`src/rtl/uart_tx_frame.sv`:
```
// UART transmitter: serialises one latched byte as start, 8 data bits LSB first,
// optional parity and one stop bit, each bit lasting prescale clock cycles.
module uart_tx_frame #(
    parameter int DATA_WIDTH     = 8,
    parameter int PRESCALE_WIDTH = 6
) (
    input  logic                      clk,
    input  logic                      rst,
    input  logic [DATA_WIDTH-1:0]     p_data,
    input  logic                      data_valid,
    input  logic                      par_en,
    input  logic                      par_typ,
    input  logic [PRESCALE_WIDTH-1:0] prescale,
    output logic                      tx_out,
    output logic                      busy
);

    localparam int IDX_W = $clog2(DATA_WIDTH);
    localparam logic [IDX_W-1:0] LAST_IDX = IDX_W'(DATA_WIDTH - 1);

    typedef enum logic [2:0] {
        ST_IDLE   = 3'd0,
        ST_START  = 3'd1,
        ST_DATA   = 3'd2,
        ST_PARITY = 3'd3,
        ST_STOP   = 3'd4
    } state_t;

    // Parity over the data byte; odd=1 flips it so data plus parity has an odd count of ones.
    function automatic logic parity_bit(input logic [DATA_WIDTH-1:0] data, input logic odd);
        return (^data) ^ odd;
    endfunction

    state_t                    state_r;
    logic [PRESCALE_WIDTH-1:0] cnt_r;
    logic [IDX_W-1:0]          bit_idx_r;
    logic [DATA_WIDTH-1:0]     data_r;
    logic                      par_en_r;
    logic                      par_typ_r;
    logic [PRESCALE_WIDTH-1:0] prescale_r;

    logic                      bit_end_s;
    logic [IDX_W-1:0]          next_idx_s;

    // Bit-period boundary and index of the next data bit to drive.
    always_comb begin
        bit_end_s  = (cnt_r == (prescale_r - PRESCALE_WIDTH'(1)));
        next_idx_s = bit_idx_r + IDX_W'(1);
    end

    // Frame sequencer; tx_out and busy are set one edge ahead so they stay registered.
    always_ff @(posedge clk) begin
        if (rst) begin
            state_r    <= ST_IDLE;
            cnt_r      <= '0;
            bit_idx_r  <= '0;
            data_r     <= '0;
            par_en_r   <= 1'b0;
            par_typ_r  <= 1'b0;
            prescale_r <= '0;
            tx_out     <= 1'b1;
            busy       <= 1'b0;
        end else begin
            case (state_r)
                ST_IDLE: begin
                    cnt_r     <= '0;
                    bit_idx_r <= '0;
                    if (data_valid) begin
                        data_r     <= p_data;
                        par_en_r   <= par_en;
                        par_typ_r  <= par_typ;
                        prescale_r <= prescale;
                        state_r    <= ST_START;
                        tx_out     <= 1'b0;
                        busy       <= 1'b1;
                    end else begin
                        tx_out <= 1'b1;
                        busy   <= 1'b0;
                    end
                end

                ST_START: begin
                    if (bit_end_s) begin
                        cnt_r     <= '0;
                        bit_idx_r <= '0;
                        state_r   <= ST_DATA;
                        tx_out    <= data_r[0];
                    end else begin
                        cnt_r <= cnt_r + PRESCALE_WIDTH'(1);
                    end
                end

                ST_DATA: begin
                    if (bit_end_s) begin
                        cnt_r <= '0;
                        if (bit_idx_r == LAST_IDX) begin
                            bit_idx_r <= '0;
                            if (par_en_r) begin
                                state_r <= ST_PARITY;
                                tx_out  <= parity_bit(data_r, par_typ_r);
                            end else begin
                                state_r <= ST_STOP;
                                tx_out  <= 1'b1;
                            end
                        end else begin
                            bit_idx_r <= next_idx_s;
                            tx_out    <= data_r[next_idx_s];
                        end
                    end else begin
                        cnt_r <= cnt_r + PRESCALE_WIDTH'(1);
                    end
                end

                ST_PARITY: begin
                    if (bit_end_s) begin
                        cnt_r   <= '0;
                        state_r <= ST_STOP;
                        tx_out  <= 1'b1;
                    end else begin
                        cnt_r <= cnt_r + PRESCALE_WIDTH'(1);
                    end
                end

                ST_STOP: begin
                    if (bit_end_s) begin
                        cnt_r   <= '0;
                        state_r <= ST_IDLE;
                        tx_out  <= 1'b1;
                        busy    <= 1'b0;
                    end else begin
                        cnt_r <= cnt_r + PRESCALE_WIDTH'(1);
                    end
                end

                default: begin
                    state_r   <= ST_IDLE;
                    cnt_r     <= '0;
                    bit_idx_r <= '0;
                    tx_out    <= 1'b1;
                    busy      <= 1'b0;
                end
            endcase
        end
    end

endmodule

```
`config.mk`:
```
export PLATFORM = sky130hd
export DESIGN_NAME = uart_tx_frame
export DESIGN_NICKNAME = d
export VERILOG_FILES = /design/src/rtl/uart_tx_frame.sv
export SDC_FILE = /design/constraint.sdc
export NUM_CORES = 1
export LEC_CHECK = 0
export ABC_AREA = 1
export CAP_MARGIN = 10
export CORE_UTILIZATION = 37
export CTS_BUF_LIST = sky130_fd_sc_hd__clkbuf_4 sky130_fd_sc_hd__clkbuf_8
export DETAILED_ROUTE_END_ITERATION = 12
export HOLD_SLACK_MARGIN = 0.1
export PLACE_DENSITY = 0.61
export SYNTH_ARGS = -nofsm -noshare
export SYNTH_HDL_FRONTEND = slang
export SYNTH_SLANG_ARGS = --single-unit
```
`constraint.sdc`:
```
create_clock -name clk -period 1.9 [get_ports clk]
set_clock_uncertainty 0.15 [all_clocks]
set_input_delay 0.285 -clock clk [delete_from_list [all_inputs] [get_ports clk]]
set_output_delay 0.285 -clock clk [all_outputs]
set_load 0.03 [all_outputs]
```
Yosys cells after proc, flatten, opt, wreduce, memory -nomap -nowiden --
Cells that the tools add are included.
Storage, ports and cells: input port bits 19, output and inout bits 2, register bits after elaboration 30, word-level logic and storage cells 64
Operators by class: multiplexer cells 23, reduce and logical (&&, ||, !) cells 11, add/sub/neg operators 3, equality and inequality tests 13, magnitude comparators 1, bitwise gates (word level) 4
Operator list (number):
- $mux W3 | 9
- $pmux W3 S5 | 1
- $ne A2 B2 Y1 const B | 6
- $mux W1 | 9
- $pmux W3 S3 | 1
- $reduce_xor A8 Y1 | 1
- $add A6 B1 Y6 const B | 1
- $eq A3 B2 Y1 const B | 2
- $eq A3 B3 Y1 const B | 2
- $eq A6 B6 Y1 | 1
- $reduce_and A3 Y1 | 2
- $reduce_and A6 Y1 | 1
- $reduce_or A3 Y1 | 2
- $sub A6 B1 Y6 const B | 1
- $lt A3 B4 Y1 const B | 1
- $pmux W1 S4 | 1
- $reduce_and A2 Y1 | 2
- $reduce_or A4 Y1 | 1
- $add A3 B1 Y3 const B | 1
- $bmux W1 S3 | 1
- $eq A3 B1 Y1 const B | 1
- $logic_not A3 Y1 | 1
- $not A1 Y1 | 3
- $pmux W1 S3 | 1
- other kinds (3) | 3

Logic depth before layout (Yosys ltp) --
Gate-level depths: netlist of the first run.
depth after elaboration 6, gate-level depth with buffers 12, depth with buffers taken out 12

Worst setup path after synthesis of the first run --
Ideal clock, no wire load.
kind register to register, start reg prescale_r[0], end reg bit_idx_r[0], clock period less this slack 1.758 ns, buffers on the path 0, arrival time 1.495 ns, cell stages (with the launch flop) 11, path slack 0.142 ns, setup time 0.113 ns, path through dfxtp_1 > inv_1 > ha_1 > xor2_1 > nand3_1 > nor2_4 > nand3_4 > nand2_4 > nand2_2 > nor2_1 > nor2_1
On the way: cells in the longest elaborated chain, start to end 4, elaborated cells between the ends (all ways) 5
RTL lines:
- start: declaration | RTL line 40 | logic [PRESCALE_WIDTH-1:0] prescale_r;
- start signal: assignment | RTL line 72 | prescale_r <= prescale;
- $sub A6 B1 Y6 (*) | RTL line 47 | bit_end_s = (cnt_r == (prescale_r - PRESCALE_WIDTH'(1)));
- $eq A6 B6 Y1 (*) | RTL line 47
- $ne A2 B2 Y1 (no source line)
- $reduce_and A3 Y1 (no source line) (*)
- end signal: assignment | RTL line 106 | bit_idx_r <= next_idx_s;
- end: declaration | RTL line 36 | logic [IDX_W-1:0] bit_idx_r;
Every way passes the cells marked *; elsewhere a longest branch is shown, timed or not. A chain may end at the register's enable or synchronous reset.

Worst setup path after layout of the first run --
start reg prescale_r[1], end reg bit_idx_r[2]
Same word-level chain as after synthesis.

==> results of run 1 <==
[metal layers]
metal	share of wire	routed length [um]
met5	0	0
met4	0.019	71
met3	0.026	99
met2	0.47	1800
met1	0.48	1840
[synthesized netlist by cell type, types with 4 or more instances]
library cell   n  share of area
a21oi_1       17          0.049
dfxtp_1       30           0.35
ha_1           4          0.029
inv_1         28          0.061
nand2_1       51           0.11
nand2_2        5          0.018
nand3_1       20          0.058
nand3_2        4          0.023
nor2_1        37          0.081
o21ai_0       19          0.055
xor2_1         6          0.031
[through the flow]
stage	setup TNS, ns	setup WS [ns]
floorplan	0	0.142
global placement	0	0.114
detailed placement	0	0.0835
CTS	0	0.0678
global route	-0.000413	-0.000413
finish	0	0.146
[registers in the layout, indices dropped and copies added (netlist names)]
register    flops
bit_idx_r       3
busy            1
cnt_r           6
data_r          8
par_en_r        1
par_typ_r       1
prescale_r      6
state_r         3
tx_out          1
[cell type report]
cell class              instances  area (um^2)
multi-input cells             185         1040
inverters                      31          116
repair buffers                 28          260
clock inverters                 2         10.0
well taps                      52         65.1
fillers                       459         2250
clock buffers                   5         68.8
flip-flops and latches         30          603
[worst min-delay path: cells and delay by family, from the launching register on]
kind | cells | cell delay (ns)
AO/OA/AOI/OAI | 1 | 0.06
buffers and inverters | 1 | 0.07
flip-flops | 1 | 0.31
[path summary, 6_finish.rpt]
path / endpoint / slack [ns] / cells after the start
max reg2reg: bit_idx_r[2] / 0.15 / 10
min: par_typ_r / 0.33 / 2
min reg2reg: par_typ_r / 0.33 / 2
max: bit_idx_r[2] / 0.15 / 10
[power by group through the flow]
stage / Sequential (mW) / Clock [mW] / Combinational (mW)
final: 0.987 / 0.488 / 1.78
after global routing: 1.01 / 0.532 / 2.03
after CTS: 0.987 / 0.499 / 1.62
after detailed placement: 0.999 / 0 / 1.61
after global placement: 0.995 / 0 / 1.59
after floorplan: 0.993 / 0 / 1.24
[timing repair]
action	CTS	global route
gates resized for setup	0	13
endpoints found under the setup margin	0	9
hold endpoints to repair	0	0
buffers inserted	0	3
[cell families after synthesis]
group / count (synthesis) / synth area share
flip-flops: 30 / 0.349
buffers and inverters: 35 / 0.0815
XOR/XNOR: 9 / 0.0458
AND/OR/NAND/NOR: 131 / 0.367
AO/OA/AOI/OAI: 41 / 0.127
adder cells (fa/ha/maj): 4 / 0.0291
==> metrics.txt, run 1 <==
# TYPE chip_impl_metric gauge
chip_impl_metric{name="ratio_of_cells_with_drive_above_1_in_the_final_layout",unit=""} 0.160
chip_impl_metric{name="finalMaxSlewViolations",unit=""} 0
chip_impl_metric{name="antenna_violations_before_repair",unit=""} 0
chip_impl_metric{name="worst-slew-pin-transition",unit="ns"} 0.395
chip_impl_metric{name="die_x",unit="um"} 70.2
chip_impl_metric{name="power.density",unit="nW/um^2"} 1510
chip_impl_metric{name="ir_drop",unit="V"} 0.000966
chip_impl_metric{name="p_clk_frac",unit=""} 0.150
chip_impl_metric{name="drt-pass1-iter-count",unit=""} 4
chip_impl_metric{name="synth.distinct_cells",unit=""} 27
chip_impl_metric{name="std_cell_rows",unit=""} 24
chip_impl_metric{name="psw",unit="mW"} 1.51
chip_impl_metric{name="core",unit="um^2"} 4410
chip_impl_info{name="gr-max-usage-layer",value="met2"} 1
chip_impl_info{name="min_from",value="par_typ_r"} 1
chip_impl_metric{name="synthesis.yosys.warnings",unit=""} 0
chip_impl_metric{name="wl_per_cell",unit="um"} 11.5
chip_impl_metric{name="swShare",unit=""} 0.464
chip_impl_metric{name="clk_lat_worst_skew",unit="ns"} 0.29
chip_impl_metric{name="grt_first_pass_wirelength",unit="mm"} 6.40
chip_impl_metric{name="longest_clk_path_bufs",unit=""} 2
chip_impl_metric{name="met3_usage",unit=""} 0.0390
chip_impl_metric{name="met1_usage",unit=""} 0.204
chip_impl_metric{name="antenna_violating_nets_post_route",unit=""} 0
chip_impl_metric{name="finish.cell_count_without_fillers",unit=""} 333
chip_impl_metric{name="max_clock_freq",unit="MHz"} 570
chip_impl_metric{name="worst_hold_slack",unit="ns"} 0.333
chip_impl_metric{name="place.gp.congestion",unit=""} 0.844
chip_impl_info{name="cts_tree",value="yes"} 1
chip_impl_metric{name="grt_pass1_vias",unit=""} 1501
chip_impl_info{name="crit_path_start",value="prescale_r[1]"} 1
chip_impl_metric{name="final_area",unit="um^2"} 2160
chip_impl_metric{name="syn_inst",unit=""} 250
chip_impl_metric{name="fin_crit",unit="ns"} 1.75
chip_impl_metric{name="critical_path_required",unit="ns"} 1.94
chip_impl_metric{name="max-cap-violations",unit=""} 0
chip_impl_metric{name="asyncSetResetFlopFracSynth",unit=""} 0
chip_impl_metric{name="via_count",unit=""} 1619
chip_impl_metric{name="slew_headroom",unit=""} 0.736
chip_impl_info{name="critical-path-slowest-cell",value="dfxtp_2"} 1
chip_impl_metric{name="syn_avg_cell_area",unit="um^2"} 6.88
chip_impl_metric{name="global_route.overflow_total",unit=""} 0
chip_impl_metric{name="cp_buf_inv_count",unit=""} 1
chip_impl_metric{name="power.internal",unit="mW"} 1.75
chip_impl_metric{name="clkSinkCount",unit=""} 30
chip_impl_metric{name="first_iter_violations",unit=""} 54
chip_impl_info{name="critical_path.cell_chain",value="inv_1, ha_4, xor2_1, nand3_1, nor2_4, nand3_4, nand2_8, nand2_8, nor2_4, nor2_1"} 1
chip_impl_metric{name="detail_route.drc_violations",unit=""} 0
chip_impl_metric{name="start_util",unit=""} 0.390
chip_impl_metric{name="dieHeight",unit="um"} 70.2
chip_impl_metric{name="grt_start_max_net_pins",unit=""} 27
chip_impl_metric{name="clk_pin_slew",unit="ns"} 0.06
chip_impl_metric{name="area_delta_synth_final",unit="%"} 25.7
chip_impl_metric{name="timing.critical_path.slowest_cell_delay",unit="ns"} 0.33
chip_impl_metric{name="crit_path_max_fanout",unit=""} 8
chip_impl_metric{name="design.final.nets",unit=""} 304
chip_impl_metric{name="dp_hpwl",unit="mm"} 2.85
chip_impl_metric{name="pwr-share-comb",unit=""} 0.548
chip_impl_info{name="worstHoldPathType",value="reg -> reg"} 1
chip_impl_info{name="startpoint_type",value="register"} 1
chip_impl_info{name="reg2reg_from",value="prescale_r[1]"} 1
chip_impl_info{name="run_status",value="finished, final reports clean"} 1
chip_impl_metric{name="htree_levels",unit=""} 2
chip_impl_metric{name="global_route.usage.met2",unit=""} 0.274
chip_impl_metric{name="number_of_register_bits_inferred_by_synthesis",unit=""} 30
chip_impl_metric{name="power_leakage",unit="nW"} 0.952
chip_impl_info{name="critical-path-top-delay-family",value="simple AND/OR/NAND/NOR gates"} 1
chip_impl_metric{name="grt_use_total",unit=""} 0.167
chip_impl_info{name="layout.cells.most_common",value="nand2_1"} 1
chip_impl_metric{name="total_power",unit="mW"} 3.26
chip_impl_metric{name="cts_buffers",unit=""} 5
chip_impl_info{name="timing_worst_setup_path_type",value="reg -> reg"} 1
chip_impl_info{name="synth_top_flop_cell",value="dfxtp_1"} 1
chip_impl_metric{name="period_utilization_post_route",unit=""} 0.923
chip_impl_metric{name="synth_fp_nets",unit=""} 273
chip_impl_metric{name="p_seq_frac",unit=""} 0.303
chip_impl_metric{name="seq_area_frac_synth",unit=""} 0.349
chip_impl_metric{name="placed_cells",unit=""} 323
chip_impl_metric{name="route.final.wire_length",unit="mm"} 3.82
chip_impl_metric{name="cts_hold_repair.buffers",unit=""} 0
chip_impl_metric{name="post-route-util",unit=""} 0.490
chip_impl_metric{name="num_antenna_cells",unit=""} 0
chip_impl_metric{name="cp.arrival",unit="ns"} 1.79
chip_impl_info{name="root_buffer",value="clkbuf_8"} 1
chip_impl_metric{name="numPortBuffers",unit=""} 20
chip_impl_metric{name="die_area",unit="um^2"} 4930
chip_impl_info{name="crit_path_end_kind",value="register"} 1
chip_impl_metric{name="syn-cell-area",unit="um^2"} 1720
chip_impl_info{name="layout.cells.most_common_list",value="nand2_1 (51), nor2_1 (35), inv_1 (28), dfxtp_1 (28), clkdlybuf4s50_1 (20)"} 1
chip_impl_metric{name="setup_viol_count_final",unit=""} 0
chip_impl_metric{name="synth-edff-count",unit=""} 0
chip_impl_metric{name="timing_hold_violations_final",unit=""} 0
chip_impl_metric{name="via_per_inst",unit=""} 4.86
chip_impl_metric{name="post_dp_cell_area",unit="um^2"} 2000
chip_impl_metric{name="top_level_ports",unit=""} 21
Note: power is estimated with default switching activity, not from simulation.
==> run 2: changes to the inputs <==
--- a/config.mk
+++ b/config.mk
@@ -10,8 +10,10 @@
 export CORE_UTILIZATION = 37
 export CTS_BUF_LIST = sky130_fd_sc_hd__clkbuf_4 sky130_fd_sc_hd__clkbuf_8
 export DETAILED_ROUTE_END_ITERATION = 12
+export GPL_TIMING_DRIVEN = 0
 export HOLD_SLACK_MARGIN = 0.1
-export PLACE_DENSITY = 0.61
+export MAX_ROUTING_LAYER = met4
+export PLACE_DENSITY = 0.68
 export SYNTH_ARGS = -nofsm -noshare
 export SYNTH_HDL_FRONTEND = slang
 export SYNTH_SLANG_ARGS = --single-unit
==> run 2 against run 1 <==
Global-route usage is 0.062 points higher. Combinational power decreased by 9.6%. Clock-buffer cell count rose by 2. Utilization is 1.2 points lower. Clock power grew 5.1%. Via count down 1.8%. First-iteration DRC count up 9.3%. Design area fell by 2.5%. Worst setup slack worse by 0.043 ns. Routed wire length is 4.6% lower. Final cell count is 0.90% lower.
==> metrics.txt, run 2 (same netlist as run 1, synthesis figures left out) <==
# TYPE chip_impl_metric gauge
chip_impl_metric{name="detailroute.wirelength.met3",unit="um"} 91
chip_impl_info{name="critical-path-slowest-cell",value="dfxtp_2"} 1
chip_impl_metric{name="die_area",unit="um^2"} 4930
chip_impl_metric{name="numPortBuffers",unit=""} 20
chip_impl_metric{name="via_per_inst",unit=""} 4.82
chip_impl_info{name="route.top_layer_used",value="met4"} 1
chip_impl_metric{name="ratio_of_cells_with_drive_above_1_in_the_final_layout",unit=""} 0.144
chip_impl_info{name="startpoint_type",value="register"} 1
chip_impl_metric{name="antenna_violating_nets_post_route",unit=""} 0
chip_impl_info{name="critical-path-top-delay-family",value="simple AND/OR/NAND/NOR gates"} 1
chip_impl_metric{name="grt_pass1_vias",unit=""} 1522
chip_impl_metric{name="longest_clk_path_bufs",unit=""} 2
chip_impl_metric{name="num_antenna_cells",unit=""} 0
chip_impl_metric{name="grt_use_total",unit=""} 0.167
chip_impl_metric{name="htree_levels",unit=""} 2
chip_impl_metric{name="worst-slew-pin-transition",unit="ns"} 0.412
chip_impl_metric{name="start_util",unit=""} 0.390
chip_impl_metric{name="place.gp.congestion",unit=""} 0.830
chip_impl_info{name="crit_path_end_kind",value="register"} 1
chip_impl_metric{name="detail_route.wirelength.met1",unit="mm"} 1.69
chip_impl_metric{name="setup-tns-final",unit="ns"} 0
chip_impl_metric{name="detail_route.drc_violations",unit=""} 0
chip_impl_metric{name="timing.critical_path.slowest_cell_delay",unit="ns"} 0.36
chip_impl_metric{name="slew_headroom",unit=""} 0.725
chip_impl_metric{name="std_cell_rows",unit=""} 24
chip_impl_metric{name="first_iter_violations",unit=""} 59
chip_impl_metric{name="top_level_ports",unit=""} 21
chip_impl_metric{name="largest_reg_flops",unit=""} 8
chip_impl_metric{name="critical_path_required",unit="ns"} 1.92
chip_impl_info{name="timing_worst_setup_path_type",value="reg -> reg"} 1
chip_impl_info{name="root_buffer",value="clkbuf_8"} 1
chip_impl_metric{name="max_clock_freq",unit="MHz"} 556
chip_impl_metric{name="timing_hold_violations_final",unit=""} 0
chip_impl_metric{name="met2_routed_wirelength",unit="mm"} 1.80
chip_impl_metric{name="power.density",unit="nW/um^2"} 1490
chip_impl_metric{name="cp.arrival",unit="ns"} 1.82
chip_impl_info{name="cp_common_cell",value="nor2_1"} 1
chip_impl_metric{name="die_x",unit="um"} 70.2
chip_impl_metric{name="route.final.wire_length",unit="mm"} 3.64
chip_impl_metric{name="antenna_violations_before_repair",unit=""} 0
chip_impl_metric{name="finalMaxSlewViolations",unit=""} 0
chip_impl_metric{name="fillCellCount",unit=""} 446
chip_impl_metric{name="area_delta_synth_final",unit="%"} 22.5
chip_impl_metric{name="clkSinkCount",unit=""} 30
chip_impl_metric{name="clk_lat_worst_skew",unit="ns"} 0.28
chip_impl_info{name="layout.cells.most_common",value="nand2_1"} 1
chip_impl_metric{name="wl_per_cell",unit="um"} 11.0
chip_impl_info{name="cts_tree",value="yes"} 1
chip_impl_info{name="critical_path.cell_chain",value="inv_4, ha_4, xor2_2, nand3_2, nor2_4, nand3_4, nand2_4, nand2_2, nor2_1, nor2_1"} 1
chip_impl_metric{name="post-route-util",unit=""} 0.478
chip_impl_metric{name="setup_viol_count_final",unit=""} 0
chip_impl_info{name="largest_registers",value="data_r (8), cnt_r (6), prescale_r (6)"} 1
chip_impl_metric{name="clk_pin_slew",unit="ns"} 0.06
chip_impl_metric{name="global_route.overflow_total",unit=""} 0
chip_impl_metric{name="design.final.nets",unit=""} 301
chip_impl_metric{name="fin_crit",unit="ns"} 1.80
chip_impl_metric{name="dp_hpwl",unit="mm"} 2.71
chip_impl_metric{name="power_leakage",unit="nW"} 0.917
chip_impl_metric{name="drt-pass1-iter-count",unit=""} 4
chip_impl_metric{name="via_count",unit=""} 1590
chip_impl_metric{name="grt_first_pass_wirelength",unit="mm"} 6.33
chip_impl_info{name="worstHoldPathType",value="reg -> reg"} 1
chip_impl_metric{name="dieHeight",unit="um"} 70.2
chip_impl_info{name="run_status",value="finished, final reports clean"} 1
chip_impl_metric{name="crit_path_max_fanout",unit=""} 8
chip_impl_metric{name="core",unit="um^2"} 4410
chip_impl_metric{name="ir_drop",unit="V"} 0.000620
chip_impl_metric{name="cp_buf_inv_count",unit=""} 1
chip_impl_info{name="layout.cells.most_common_list",value="nand2_1 (51), nor2_1 (37), inv_1 (27), dfxtp_1 (27), clkdlybuf4s50_1 (20)"} 1
chip_impl_metric{name="grt_start_max_net_pins",unit=""} 11
chip_impl_metric{name="period_utilization_post_route",unit=""} 0.946
chip_impl_metric{name="cts_buffers",unit=""} 5
chip_impl_info{name="top_register",value="data_r"} 1
chip_impl_metric{name="max-cap-violations",unit=""} 0
[run 2: what timing repair did]
action | in CTS | in global routing
setup buffers | 0 | 1
resized for setup | 2 | 7
pin swaps | 1 | 4
hold buffers | 0 | 0
setup endpoints to repair | 3 | 9
[run 2: where the power goes]
part | leakage [nW] | internal (mW) | switching [mW] | total [mW]
registers | 0.248 | 0.822 | 0.184 | 1.01
clock network | 0.0452 | 0.280 | 0.232 | 0.513
logic | 0.624 | 0.631 | 0.982 | 1.61
total | 0.917 | 1.73 | 1.40 | 3.13
[run 2: worst paths after layout]
check	to	start	depth (start not counted)	slack [ns]
hold reg to reg	par_typ_r	par_typ_r	2	0.33
hold / removal	par_typ_r	par_typ_r	2	0.33
setup reg to reg	bit_idx_r[0]	prescale_r[0]	10	0.10
setup / recovery	bit_idx_r[0]	prescale_r[0]	10	0.10
[run 2: layout make-up]
| type | count | area (um^2) | share of cell area |
|---|---|---|---|
| clock buffer | 7 | 83.8 | 0.0398 |
| sequential | 30 | 604 | 0.287 |
| inverter | 31 | 119 | 0.0564 |
| timing repair buffer | 21 | 208 | 0.0985 |
| buffer | 4 | 23.8 | 0.0113 |
| multi-input combinational | 185 | 1000 | 0.477 |
| tap | 52 | 65.1 | 0.0309 |
[run 2: layer usage]
metal  up-vias  track usage
li1        860            -
met1       704        0.191
met2        21        0.281
met3         5       0.0361
met4         0       0.0733
met5         -            -
[run 2: tightest hold or removal path: cells and delay by family (launching register included)]
kind / cells / cell delay [ns]
compound gates: 1 / 0.05
buf+inv: 1 / 0.07
flops: 1 / 0.32
[run 2: through the flow]
step / setup WS [ns] / instances / cell area [um^2] / hold slack, ns / power [mW]
after floorplan: 0.142 / 250 / 1720 / 0.197 / 2.23
after global placement: 0.0184 / 322 / 1990 / 0.314 / 2.56
after detailed placement: -0.00583 / 322 / 1990 / 0.321 / 2.58
after CTS: 0.0389 / 329 / 2070 / 0.332 / 3.11
after global routing: -0.00699 / 330 / 2110 / 0.364 / 3.44
final: 0.103 / 330 / 2110 / 0.334 / 3.13
==> run 3: changes to the inputs <==
--- a/config.mk
+++ b/config.mk
@@ -5,7 +5,6 @@
 export SDC_FILE = /design/constraint.sdc
 export NUM_CORES = 1
 export LEC_CHECK = 0
-export ABC_AREA = 1
 export CAP_MARGIN = 10
 export CORE_UTILIZATION = 37
 export CTS_BUF_LIST = sky130_fd_sc_hd__clkbuf_4 sky130_fd_sc_hd__clkbuf_8
@@ -13,7 +12,7 @@
 export GPL_TIMING_DRIVEN = 0
 export HOLD_SLACK_MARGIN = 0.1
 export MAX_ROUTING_LAYER = met4
-export PLACE_DENSITY = 0.68
+export PLACE_DENSITY = 0.69
 export SYNTH_ARGS = -nofsm -noshare
 export SYNTH_HDL_FRONTEND = slang
 export SYNTH_SLANG_ARGS = --single-unit
==> run 3 against run 2 <==
The run now ends with negative setup slack left. Clock power decreased by 3%. Clock-buffer cell count decreased by 1. Design area decreased by 5.0%. Non-clock buffer count increased by 8. Critical path type unchanged. Critical endpoint is now tx_out.
==> metrics.txt, run 3 <==
# TYPE chip_impl_metric gauge
chip_impl_info{name="min_from",value="prescale_r[5]"} 1
chip_impl_metric{name="swShare",unit=""} 0.257
chip_impl_metric{name="synth-compound-area-share",unit=""} 0.162
chip_impl_metric{name="synth_adder_area_share",unit=""} 0.0328
chip_impl_info{name="crit_path_end_kind",value="register"} 1
chip_impl_metric{name="grt_first_pass_wirelength",unit="mm"} 5.62
chip_impl_metric{name="power.internal",unit="mW"} 1.08
chip_impl_metric{name="synth_fp_nets",unit=""} 200
chip_impl_metric{name="period_utilization_post_route",unit=""} 1.25
chip_impl_metric{name="final_area",unit="um^2"} 2000
chip_impl_metric{name="area_delta_synth_final",unit="%"} 31.1
chip_impl_info{name="synth_top_family_by_area",value="simple AND/OR/NAND/NOR gates"} 1
chip_impl_info{name="failed_checks",value="negative setup slack"} 1
chip_impl_info{name="holdPathEnd",value="prescale_r[5]"} 1
chip_impl_metric{name="syn_avg_cell_area",unit="um^2"} 8.63
chip_impl_metric{name="timing_hold_violations_final",unit=""} 0
chip_impl_metric{name="synthesis.yosys.warnings",unit=""} 0
chip_impl_metric{name="pwr-share-comb",unit=""} 0.181
chip_impl_metric{name="p_clk_frac",unit=""} 0.343
chip_impl_metric{name="start_util",unit=""} 0.402
chip_impl_metric{name="detailedPlace.worstSlack",unit="ns"} -0.619
chip_impl_info{name="root_buffer",value="clkbuf_8"} 1
chip_impl_metric{name="via_count",unit=""} 1315
chip_impl_metric{name="worst-slew-pin-transition",unit="ns"} 0.543
chip_impl_metric{name="route.final.wire_length",unit="mm"} 3.28
chip_impl_metric{name="die_x",unit="um"} 66.3
chip_impl_info{name="startpoint_type",value="register"} 1
chip_impl_metric{name="cp.arrival",unit="ns"} 2.39
chip_impl_metric{name="reg2regPathDepth",unit=""} 8
chip_impl_metric{name="clk_pin_slew",unit="ns"} 0.06
chip_impl_metric{name="global_route.overflow_total",unit=""} 0
chip_impl_metric{name="die_area",unit="um^2"} 4390
chip_impl_metric{name="clkSinkCount",unit=""} 30
chip_impl_info{name="crit-reg2reg-capture",value="tx_out"} 1
chip_impl_metric{name="dp_hpwl",unit="mm"} 2.35
chip_impl_metric{name="max_clock_freq",unit="MHz"} 422
chip_impl_metric{name="grt_start_max_net_pins",unit=""} 11
chip_impl_metric{name="first_iter_violations",unit=""} 80
chip_impl_metric{name="number_of_register_bits_inferred_by_synthesis",unit=""} 30
chip_impl_metric{name="power_leakage",unit="nW"} 0.762
chip_impl_metric{name="via_per_inst",unit=""} 5.12
chip_impl_metric{name="asyncSetResetFlopFracSynth",unit=""} 0
chip_impl_info{name="layout.cells.most_common_list",value="nand2_1 (36), dfxtp_1 (28), clkdlybuf4s50_1 (20)"} 1
chip_impl_metric{name="wl_per_cell",unit="um"} 12.8
chip_impl_metric{name="antenna_violations_before_repair",unit=""} 0
chip_impl_metric{name="synthXorXnorAreaFrac",unit=""} 0.109
chip_impl_metric{name="cts_buffers",unit=""} 5
chip_impl_metric{name="multi_input_area",unit="um^2"} 927
chip_impl_info{name="reg2reg_from",value="prescale_r[0]"} 1
chip_impl_info{name="synthMostInstantiatedCell",value="nand2_1"} 1
chip_impl_metric{name="setup_viol_count_final",unit=""} 14
chip_impl_metric{name="finalMaxSlewViolations",unit=""} 0
chip_impl_metric{name="largest_reg_flops",unit=""} 8
chip_impl_metric{name="power.density",unit="nW/um^2"} 725
chip_impl_metric{name="seq_area_frac_synth",unit=""} 0.393
chip_impl_info{name="run_status",value="finished, violations left"} 1
chip_impl_info{name="cts_tree",value="yes"} 1
chip_impl_metric{name="fillCellCount",unit=""} 361
chip_impl_info{name="worstHoldPathType",value="reg -> reg"} 1
chip_impl_metric{name="critical_path_required",unit="ns"} 1.92
chip_impl_metric{name="antenna_violating_nets_post_route",unit=""} 0
chip_impl_metric{name="place.gp.congestion",unit=""} 0.822
chip_impl_metric{name="longest_clk_path_bufs",unit=""} 2
chip_impl_metric{name="portion_of_netlist_area_occupied_by_mux_cells",unit=""} 0.0360
chip_impl_metric{name="post_dp_cell_area",unit="um^2"} 1800
chip_impl_info{name="layout.cells.most_common",value="nand2_1"} 1
chip_impl_metric{name="drt-pass1-iter-count",unit=""} 4
chip_impl_metric{name="num_antenna_cells",unit=""} 0
chip_impl_metric{name="synth_largest_type_area_fraction",unit=""} 0.393
chip_impl_metric{name="detail_route.drc_violations",unit=""} 0
chip_impl_metric{name="numPortBuffers",unit=""} 20
chip_impl_metric{name="max-cap-violations",unit=""} 0
chip_impl_metric{name="dieHeight",unit="um"} 66.3
chip_impl_metric{name="synth.distinct_cells",unit=""} 39
chip_impl_metric{name="grt_pass1_vias",unit=""} 1247
chip_impl_metric{name="p_seq_frac",unit=""} 0.475
chip_impl_info{name="yosysTopAreaCell",value="dfxtp_1"} 1
chip_impl_metric{name="fin_crit",unit="ns"} 2.37
chip_impl_metric{name="psw",unit="mW"} 0.373
chip_impl_metric{name="clk_lat_worst_skew",unit="ns"} 0.28
chip_impl_info{name="timing_worst_setup_path_type",value="reg -> reg"} 1
chip_impl_metric{name="std_cell_rows",unit=""} 22
chip_impl_info{name="synth_top_flop_cell",value="dfxtp_1"} 1
chip_impl_metric{name="slew_headroom",unit=""} 0.638
chip_impl_metric{name="core",unit="um^2"} 3800
chip_impl_info{name="top_register",value="data_r"} 1
chip_impl_info{name="largest_registers",value="data_r (8), cnt_r (6), prescale_r (6)"} 1
chip_impl_metric{name="synth-simple-area-share",unit=""} 0.235
chip_impl_metric{name="min_path_cells",unit=""} 2
chip_impl_metric{name="worst_hold_slack",unit="ns"} 0.319
chip_impl_metric{name="postLayoutSetupSlackWorst",unit="ns"} -0.472
chip_impl_metric{name="ir_drop",unit="V"} 0.000426
chip_impl_metric{name="syn-cell-area",unit="um^2"} 1530
chip_impl_metric{name="top_level_ports",unit=""} 21
chip_impl_metric{name="setup.reg_to_reg.worst_slack",unit="ns"} -0.47
chip_impl_metric{name="htree_levels",unit=""} 2
chip_impl_metric{name="syn_inst",unit=""} 177
chip_impl_metric{name="ratio_of_cells_with_drive_above_1_in_the_final_layout",unit=""} 0.182
chip_impl_metric{name="synth-edff-count",unit=""} 0
chip_impl_info{name="synth.top_cells.by_area",value="dfxtp_1 (39%), nand2_1 (8.8%), xnor2_1 (6.3%), a21oi_1 (6.2%), xor2_1 (4.6%)"} 1
chip_impl_metric{name="grt_use_total",unit=""} 0.179
chip_impl_metric{name="layout.area.seq",unit="um^2"} 608
chip_impl_metric{name="design.final.nets",unit=""} 233
chip_impl_info{name="setup_repair_after_global_routing_missed_its_margin",value="true"} 1
chip_impl_info{name="synth_top_cells_by_count",value="nand2_1 (36), dfxtp_1 (30), a21oi_1 (19)"} 1
chip_impl_metric{name="crit_path_max_fanout",unit=""} 5
==> run 3: layer usage <==
metal	global-route usage	wire length [um]
met2	0.277	1530
met1	0.216	1520
met3	0.0569	189
met4	0.0691	44
met5	-	0
==> run 3: power by group through the flow <==
| stage | logic [mW] | clock network [mW] | registers [mW] |
|---|---|---|---|
| 2_1_floorplan | 0.158 | 0 | 0.702 |
| 3_3_place_gp | 0.234 | 0 | 0.703 |
| 3_5_place_dp | 0.238 | 0 | 0.704 |
| 4_1_cts | 0.265 | 0.511 | 0.689 |
| 5_1_grt | 0.291 | 0.552 | 0.694 |
| 6_report | 0.263 | 0.498 | 0.690 |
==> run 3: cell families (layout without fill, tap and decap cells) <==
family          after synthesis  count (layout)
compound gates               38              38
fa+ha+maj                     4               4
simple gates                 72              72
mux                           3               3
flops                        30              30
xor+xnor                     19              19
buf+inv                      11              43
==> run 3: stage by stage <==
| step | util | cells | TNS [ns] | total power [mW] |
|---|---|---|---|---|
| 2_1_floorplan | - | 177 | -4.38 | 0.860 |
| 3_3_place_gp | 0.475 | 245 | -10.50 | 0.937 |
| 3_5_place_dp | 0.475 | 245 | -10.77 | 0.942 |
| 4_1_cts | 0.521 | 257 | -6.30 | 1.46 |
| 5_1_grt | 0.527 | 257 | -6.46 | 1.54 |
| 6_report | 0.527 | 257 | -5.46 | 1.45 |
==> run 3: what timing repair did <==
action,in CTS,in global routing
hold buffers,0,0
setup buffers,6,1
pin swaps,7,8
endpoints found under the hold margin,0,0
resized for setup,12,6
setup endpoints to repair,25,24
==> run 3: how the worst max path moves through the flow <==
stage	slack (ns)	cells after the start	end	startpoint
after floorplan	-0.40	8	tx_out	prescale_r[1]
final	-0.47	8	tx_out	prescale_r[0]
after CTS	-0.51	7	tx_out	prescale_r[0]
after global placement	-0.61	8	tx_out	prescale_r[1]
after detailed placement	-0.62	8	tx_out	prescale_r[1]
after global routing	-0.55	8	tx_out	prescale_r[0]
==> run 3: area by class of cell <==
cell class,instances,area share
clock buffers,6,0.0412
inverters,4,0.00874
well taps,48,0.0300
multi-input cells,136,0.463
plain buffers,6,0.0175
repair buffers,27,0.136
flip-flops and latches,30,0.304
==> run 3: worst max-delay path, stage by stage, from the launching register on <==
cell	delay (ns)
dfxtp_4	0.38
inv_4	0.04
ha_4	0.25
xor2_1	0.13
nand2_1	0.09
or4b_4	0.58
nor3_4	0.21
a21boi_1	0.10
o32a_1	0.34
